**src/rtl/shift_seq_ctrl.sv**
```systemverilog
// Purpose: iterative operand-2 shifter (LSL/LSR/ASR/ROR/RRX, rotated imm8, imm12) with ARM carry-out.
// Latency: N edges after accept (N = step count, 0..32); N=0 gives out_valid the cycle after accept.
// Backpressure: in_ready only in IDLE; result/carry/err held in DONE until out_valid & out_ready.
// Build option: SHIFT_SEQ_EARLY_ZERO_EN loads LSR#32/ASR#32 results directly instead of stepping 32 times.
module shift_seq_ctrl #(
    parameter int DATA_W = 32,
    parameter int CNT_W  = 6
) (
    input  logic              clk,
    input  logic              rst_n,
    input  logic              in_valid,
    output logic              in_ready,
    input  logic [DATA_W-1:0] in_a,
    input  logic [31:0]       in_instr,
    input  logic              in_c,
    input  logic              flush,
    output logic              out_valid,
    input  logic              out_ready,
    output logic [DATA_W-1:0] out_result,
    output logic              out_carry,
    output logic              out_err,
    output logic              busy
);

    localparam logic [1:0] ST_IDLE  = 2'd0;
    localparam logic [1:0] ST_SHIFT = 2'd1;
    localparam logic [1:0] ST_DONE  = 2'd2;

    localparam logic [1:0] M_LSL = 2'b00;
    localparam logic [1:0] M_LSR = 2'b01;
    localparam logic [1:0] M_ASR = 2'b10;
    localparam logic [1:0] M_ROR = 2'b11;

    logic [1:0]        state;
    logic [DATA_W-1:0] w;
    logic [CNT_W-1:0]  cnt;
    logic [1:0]        mode;
    logic              rrx;
    logic              fill;
    logic              carry;
    logic              carry_final;
    logic              err;

    // Instruction fields
    logic [2:0] op;
    logic [1:0] typ;
    logic [4:0] amt;
    logic [3:0] rot4;
    assign op   = in_instr[27:25];
    assign typ  = in_instr[6:5];
    assign amt  = in_instr[11:7];
    assign rot4 = in_instr[11:8];

    // Bits of the instruction word the shifter never looks at
    logic unused_instr;
    assign unused_instr = ^{in_instr[31:28], in_instr[24:12]};

    // Load values computed from the request, consumed only on the accept edge
    logic [DATA_W-1:0] ld_w;
    logic [CNT_W-1:0]  ld_n;
    logic [1:0]        ld_mode;
    logic              ld_c;
    logic              ld_rrx;
    logic              ld_cfin;
    logic              ld_err;

    // Decode the request into working value, step count, step mode and initial carry
    always_comb begin
        ld_w    = in_a;
        ld_n    = '0;
        ld_mode = typ;
        ld_c    = in_c;
        ld_rrx  = 1'b0;
        ld_cfin = 1'b0;
        ld_err  = 1'b0;
        case (op)
            3'b000: begin
                case (typ)
                    M_LSL: begin
                        if (amt != 5'd0) begin
                            ld_n = CNT_W'(amt);
                            ld_c = in_a[5'd0 - amt];      // bit 32-amt, modulo 32
                        end
                    end
                    M_LSR: begin
                        if (amt == 5'd0) begin
                            ld_c = in_a[DATA_W-1];
`ifdef SHIFT_SEQ_EARLY_ZERO_EN
                            ld_w = '0;
`else
                            ld_n = CNT_W'(DATA_W);
`endif
                        end else begin
                            ld_n = CNT_W'(amt);
                            ld_c = in_a[amt - 5'd1];
                        end
                    end
                    M_ASR: begin
                        if (amt == 5'd0) begin
                            ld_c = in_a[DATA_W-1];
`ifdef SHIFT_SEQ_EARLY_ZERO_EN
                            ld_w = {DATA_W{in_a[DATA_W-1]}};
`else
                            ld_n = CNT_W'(DATA_W);
`endif
                        end else begin
                            ld_n = CNT_W'(amt);
                            ld_c = in_a[amt - 5'd1];
                        end
                    end
                    default: begin
                        if (amt == 5'd0) begin
                            // RRX: one rotate step with the old C flag entering at the top
                            ld_n   = CNT_W'(1);
                            ld_rrx = 1'b1;
                            ld_c   = in_a[0];
                        end else begin
                            ld_n = CNT_W'(amt);
                            ld_c = in_a[amt - 5'd1];
                        end
                    end
                endcase
            end
            3'b001: begin
                ld_w    = DATA_W'(in_instr[7:0]);
                ld_n    = CNT_W'({rot4, 1'b0});
                ld_mode = M_ROR;
                // Non-zero rotation: carry is the final bit 31, captured on the last step
                ld_cfin = (rot4 != 4'd0);
            end
            3'b010: begin
                ld_w = DATA_W'(in_instr[11:0]);
            end
            default: begin
                ld_err = 1'b1;
            end
        endcase
    end

    // One-bit step of the working register
    logic [DATA_W-1:0] w_step;
    always_comb begin
        w_step = w;
        case (mode)
            M_LSL:   w_step = {w[DATA_W-2:0], 1'b0};
            M_LSR:   w_step = {1'b0, w[DATA_W-1:1]};
            M_ASR:   w_step = {w[DATA_W-1], w[DATA_W-1:1]};
            default: w_step = {(rrx ? fill : w[0]), w[DATA_W-1:1]};
        endcase
    end

    // Sequencer: reset beats flush, flush beats the handshakes
    always_ff @(posedge clk) begin
        if (!rst_n) begin
            state       <= ST_IDLE;
            w           <= '0;
            cnt         <= '0;
            mode        <= M_LSL;
            rrx         <= 1'b0;
            fill        <= 1'b0;
            carry       <= 1'b0;
            carry_final <= 1'b0;
            err         <= 1'b0;
        end else if (flush) begin
            state <= ST_IDLE;
            cnt   <= '0;
        end else begin
            case (state)
                ST_IDLE: begin
                    if (in_valid) begin
                        w           <= ld_w;
                        cnt         <= ld_n;
                        mode        <= ld_mode;
                        rrx         <= ld_rrx;
                        fill        <= in_c;
                        carry       <= ld_c;
                        carry_final <= ld_cfin;
                        err         <= ld_err;
                        state       <= (ld_n == '0) ? ST_DONE : ST_SHIFT;
                    end
                end
                ST_SHIFT: begin
                    w   <= w_step;
                    cnt <= cnt - CNT_W'(1);
                    if (cnt == CNT_W'(1)) begin
                        state <= ST_DONE;
                        if (carry_final) carry <= w_step[DATA_W-1];
                    end
                end
                ST_DONE: begin
                    if (out_ready) state <= ST_IDLE;
                end
                default: state <= ST_IDLE;
            endcase
        end
    end

    assign in_ready   = (state == ST_IDLE);
    assign out_valid  = (state == ST_DONE);
    assign busy       = !in_ready;
    assign out_result = w;
    assign out_carry  = carry;
    assign out_err    = err;

endmodule
```
**config.mk**
```make
export PLATFORM = sky130hd
export DESIGN_NAME = shift_seq_ctrl
export DESIGN_NICKNAME = d
export VERILOG_FILES = /design/src/rtl/shift_seq_ctrl.sv
export SDC_FILE = /design/constraint.sdc
export NUM_CORES = 1
export LEC_CHECK = 0
export CAP_MARGIN = 5
export CORE_MARGIN = 2
export CORE_UTILIZATION = 36
export DETAILED_ROUTE_END_ITERATION = 7
export GPL_TIMING_DRIVEN = 0
export SLEW_MARGIN = 15
export SYNTH_ARGS = -nofsm -noshare
export SYNTH_HDL_FRONTEND = slang
export SYNTH_SLANG_ARGS = --single-unit
```
**constraint.sdc**
```tcl
create_clock -name clk -period 4.7 [get_ports clk]
set_input_delay 1.41 -clock clk [delete_from_list [all_inputs] [get_ports clk]]
set_output_delay 1.41 -clock clk [all_outputs]
set_load 0.02 [all_outputs]
```
# ---- Yosys cells after proc, flatten, opt, wreduce, memory -nomap -nowiden
# Cells that the tools add are included.
dict set report op_classes {
  reduce_logical 19
  bitwise_logic 2
  n_div 0
  shift 0
  eq_ne 13
  n_lt_le_gt_ge 2
  mul 0
  n_addsub 3
  muxes 36
}
# op count
set op_table {}
lappend op_table {{one-hot mux 32 bit (2 select lines)} 2}
lappend op_table {{one-hot mux 32 bit (3 select lines)} 1}
lappend op_table {{one-hot mux 6 bit (2 select lines)} 3}
lappend op_table {{two-way mux 32 bit} 1}
lappend op_table {{two-way mux 1 bit} 15}
lappend op_table {{less-than comparator 5 x 6 -> 1 bit (second input constant)} 2}
lappend op_table {{two-way mux 6 bit} 2}
lappend op_table {{binary-select mux 1 bit (select 5 bit)} 2}
lappend op_table {{two-way mux 2 bit} 5}
lappend op_table {{two-way mux 5 bit} 2}
lappend op_table {{AND reduction 3 bit} 3}
lappend op_table {{equality test 2 x 1 -> 1 bit (second input constant)} 3}
lappend op_table {{equality test 2 bit (second input constant)} 3}
lappend op_table {{equality test 6 x 1 -> 1 bit (second input constant)} 1}
lappend op_table {{logical NOT 2 bit} 3}
lappend op_table {{logical NOT 6 bit} 1}
lappend op_table {{!= test 2 bit (second input constant)} 3}
lappend op_table {{one-hot mux 2 bit (3 select lines)} 1}
lappend op_table {{OR reduction 3 bit} 2}
lappend op_table {{subtractor 6 x 1 -> 6 bit (second input constant)} 1}
lappend op_table {{logical NOT 5 bit} 1}
lappend op_table {{AND reduction 5 bit} 1}
lappend op_table {{nonzero test 5 bit} 1}
lappend op_table {{subtractor 1 x 5 -> 5 bit (first input constant)} 1}
lappend op_table {{other kinds (12)} 15}
dict set report word_totals {
  mem_bits_rw 0
  romBits 0
  wordCells 84
  in_bits 70
  register_bits 47
  mem_count 0
  latchBits 0
  out_inout_bits 37
}

# ---- Logic depth before layout (Yosys ltp)
dict set report depth {
  ltp_word 8
  mapped_depth 13
  mapped_depth_nobuf 11
}

# ---- Worst setup path after synthesis
# OpenSTA, ideal clock, no wires.
dict set report synth_timing {
  path_kind {input -> register}
  from {input in_instr[7]}
  to {register carry (netlist: out_carry)}
  stages 10
  required_ns 4.584
  path_slack_ns 1.026
  arrival_time_ns 3.558
  n_path_buf 3
  setup_time_ns 0.116
  path_cell_list {buf_6 > inv_1 > ha_1 > buf_2 > buf_1 > mux4_1 > mux4_2 > nand2b_1 > a31o_1 > a31o_1}
}
dict set report synth_via {
  elab_chain_len 8
  word_cells_on_any_way 15
}
# item line_no
set synth_lines {}
lappend synth_lines {{start, declared} 14} ;# input logic [31:0] in_instr,
lappend synth_lines {{subtractor 5 x 1 -> 5 bit or subtractor 1 x 5 -> 5 bit (tied branches)} n/a}
lappend synth_lines {{binary-select mux 1 bit (select 5 bit) (on tied branches)} n/a}
lappend synth_lines {{two-way mux 1 bit (on tied branches) (2 in series)} n/a}
lappend synth_lines {{one-hot mux 1 bit (2 select lines) (*)} 78} ;# case (typ)
lappend synth_lines {{two-way mux 1 bit (*)} 76} ;# case (op)
lappend synth_lines {{two-way mux 1 bit (*)} 170} ;# if (in_valid) begin
lappend synth_lines {{one-hot mux 1 bit (2 select lines) (*)} 168} ;# case (state)
lappend synth_lines {{end signal, assigned} 176} ;# carry <= ld_c;
lappend synth_lines {{end signal, assigned} 187} ;# if (carry_final) carry <= w_step[DATA_W-1];
lappend synth_lines {{end, declared} 40} ;# logic carry;
# Every way passes the cells marked *; elsewhere a longest branch is shown, timed or not. The select of a mux whose other input is x is not followed.
# A chain may end at the register's enable or synchronous reset.

# ---- Worst setup path in the final report
dict set report layout_timing {
  from {input in_instr[8]}
  to {register carry (netlist: out_carry)}
}
# Same word-level chain as after synthesis.

==> metrics.md <==
| Metric | Value |
|---|---|
| CP endpoint kind | `flip-flop` |
| Most frequent cells in the layout | `nand2_1 (92), clkdlybuf4s50_1 (84), dfxtp_1 (47), nor2_1 (41), a21oi_1 (41)` |
| Pleak | `0.001601 uW` |
| Unrepaired setup endpoints after global routing | `no` |
| CP max stage cell | `clkdlybuf4s50_1` |
| Largest family of logic cells by synthesized area | `simple AND/OR/NAND/NOR gates` |
| Root Driver | `clkbuf_8` |
| Syn_nets | `528` |
| IO Count | `107` |
| Top-area cell type share of the netlist area | `26.87%` |
| Die H | `102.6 um` |
| Via/cell ratio | `5.777` |
| Clock buffer depth | `2` |
| WL final | `12560 um` |
| Crit-path max FO | `10` |
| Starting DRT DRC Count | `248` |
| Detail Route Antenna Nets | `0` |
| Post-Syn Instances | `452` |
| Hold Buf Count CTS | `0` |
| Fmax | `232.9 MHz` |
| First-pass GRT wire length | `19450 um` |
| FF-to-FF setup slack | `2.27 ns` |
| VDD IR max | `0.0001238 V` |
| Reg2Reg Depth | `8` |
| Pin count of the biggest net entering global routing | `14` |
| Synth Area in Simple Gates | `26.44%` |
| Synth Area in Adders | `2.144%` |
| Dpl hpwl | `9476 um` |
| Worst path cell trace | `clkdlybuf4s50_1 -> inv_1 -> ha_1 -> buf_2 -> buf_1 -> mux4_1 -> a2111oi_0 -> a311oi_1 -> a31o_1 -> a31o_1` |
| Hold WC Path Type | `reg -> reg` |
| CP Class | `in -> reg` |
| Reg2reg start | `state[0]$_SDFFE_PP0P_` |
| Via Count | `3882` |
| Crit start category | `input pin` |
| Fraction of registers with async set/reset | `0%` |
| Synth Warn # | `0` |
| Rel. slew slack | `49.18%` |
| Layout fillers | `913` |
| Mapped Area | `3502 sq um` |
| Max cap viols | `0` |
| Core area | `9328 sq um` |
| Reg2reg end | `out_result[13]$_SDFFE_PN0P_` |
| Synthesized flop and latch total | `47` |
| Initial antenna violation count | `0` |
| Resize count post-CTS | `0` |
| Most Frequent Cell on Critical Path | `a31o_1` |
| Seq. cell area | `940.9 sq um` |
| Hold Crit Endpoint | `fill$_SDFFE_PN0P_` |
| Register area share after synthesis | `26.87%` |
| H-tree levels | `2` |
| Remaining DRCs | `0` |
| Layout cells sized above 1 | `3.315%` |
| Total chip power | `1096 uW` |
| Multi-input gate area | `2365 sq um` |
| DP Worst Slack | `0.1260 ns` |
| Compound-gate portion of the synthesized area | `20.94%` |
| Worst Slack Setup Final | `0.4065 ns` |
| Final worst path period share | `91.35%` |
| Total CTS buffers | `5` |
| CP arrival | `4.50 ns` |
| Total gr overflow | `0` |
| CP top delay family | `buffers and inverters` |
| CTS tree | `done` |
| Critical path required time | `4.91 ns` |
| Final Slew Violations | `0` |
| # clock sinks | `47` |
| Status | `finished clean` |
| Post-CTS Setup Inserts | `0` |
| HP Start | `fill$_SDFFE_PN0P_` |
| Die area | `10530 sq um` |
| Die W | `102.6 um` |
| Post-synth top area cell | `dfxtp_1` |
| Fin nets | `619` |
| Most common cell after layout, fill and taps aside | `nand2_1` |
| Row cnt | `35` |
| Overall Global Routing Usage | `24.05%` |
| Vias in the first global route | `3724` |
| IO Port Bufs | `84` |
| PwrDens | `238.7 nW/um^2` |
| Hold Crit Depth | `2` |
| ANT cells | `0` |
| Slew @ Worst Pin | `0.7518 ns` |
| DRT Pass-1 Iters | `6` |
| Yosys cell types | `48` |
| Clock Skew | `0.006225 ns` |
| WL/cell | `18.69 um` |
| Post-synth EDFFs | `0` |
| Synth Flop Type | `dfxtp_1` |
| Setup_tns | `0 ns` |
| Final GP Congestion | `0.9389` |
| Final setup viols | `0` |
| Synth area leaders | `dfxtp_1 (27%), mux4_1 (11%), nand2_1 (9.9%)` |
| Critical path buffer and inverter count | `4` |
| Post-synthesis mux area share | `16.26%` |
| Initial Util | `37.55%` |
| Syn_area_per_cell | `7.748 sq um` |
| CP max stage delay | `0.62 ns` |
| Min Tclk post-route | `4.294 ns` |
| Final hold viol count | `0` |
| Worst-path clk slew | `0.09 ns` |
| Skew-Pair Late Insertion Delay | `0.31 ns` |
| Layout area overhead | `31.12%` |
| Synth Area in XOR/XNOR | `1.751%` |
[where the power goes]
group          switching (uW)  internal (uW)  leakage, uW  total (uW)
registers                30.2            424     0.000386         454
clock network             150            116    0.0000470         266
logic                     204            172      0.00117         376
[kinds of logic (layout without fill, tap and decap cells)]
family	Yosys count	count (layout)
xor gates and xnor gates	7	7
adders and majority gates	6	6
muxes	30	30
DFF	47	47
buffers and inverters	47	138
and+or+nand+nor	201	201
AOI/OAI and AO/OA	114	114
[routing by layer]
layer,share of wire [%],vias up,track usage [%]
met5,0,-,0
met4,2.0,0,7.795
met3,6.9,24,4.610
met2,46,178,38.51
li1,-,1818,-
met1,45,1862,32.83
[state kept, by name, summed over array words and instances (netlist names)]
register     flops
carry_final      1
cnt              6
fill             1
mode             2
out_carry        1
out_err          1
out_result      32
rrx              1
state            2
[synthesized netlist by cell type (2+ instances only)]
cell,number
a211oi_1,21
a21boi_0,10
a21oi_1,41
a221oi_1,4
a311oi_1,2
a31o_1,2
a31oi_1,6
a32oi_1,2
buf_1,3
buf_2,4
buf_6,2
clkbuf_1,28
dfxtp_1,47
ha_1,6
inv_1,10
mux2i_1,13
mux4_1,15
mux4_2,2
nand2_1,92
nand2b_1,4
nand3_1,18
nand3b_1,3
nand4_1,2
nor2_1,41
nor2b_1,3
nor3_1,7
nor3b_1,20
o211a_1,3
o21ai_0,14
o22ai_1,2
or2_2,2
or3_1,2
xnor2_1,6
[area by class of cell]
cell class | count | share of cell area, %
multi-input combinational | 358 | 51.50
sequential | 47 | 20.49
timing repair buffer | 84 | 18.31
tap | 129 | 3.515
buffer | 37 | 3.460
clock buffer | 6 | 1.798
inverter | 10 | 0.8174
clock inverter | 1 | 0.1090
[through the flow]
step	area, sq um	util [%]	hold slack, ns	cells
after floorplan	3502	-	0.4522	452
after global placement	4504	48.29	0.4776	665
after detailed placement	4504	48.29	0.4913	665
after CTS	4592	49.23	0.5006	672
after global routing	4592	49.23	0.5237	672
final	4592	49.23	0.4922	672
[worst max path at each step]
| stage | start | endpoint | depth (start not counted) |
|---|---|---|---|
| after floorplan | in_instr[7] | out_carry$_SDFFE_PN0P_ | 10 |
| after global routing | in_instr[8] | out_carry$_SDFFE_PN0P_ | 10 |
| after global placement | in_instr[8] | out_carry$_SDFFE_PN0P_ | 10 |
| after detailed placement | in_instr[8] | out_carry$_SDFFE_PN0P_ | 10 |
| after CTS | in_instr[8] | out_carry$_SDFFE_PN0P_ | 10 |
| final | in_instr[8] | out_carry$_SDFFE_PN0P_ | 10 |
[worst reg2reg max path: cells and delay by family, from the launching register on]
family / cells / cell delay (ns)
buf+inv: 3 / 0.82
flops: 1 / 0.31
simple gates: 5 / 1.21
Power figures use the tool's default switching activity.
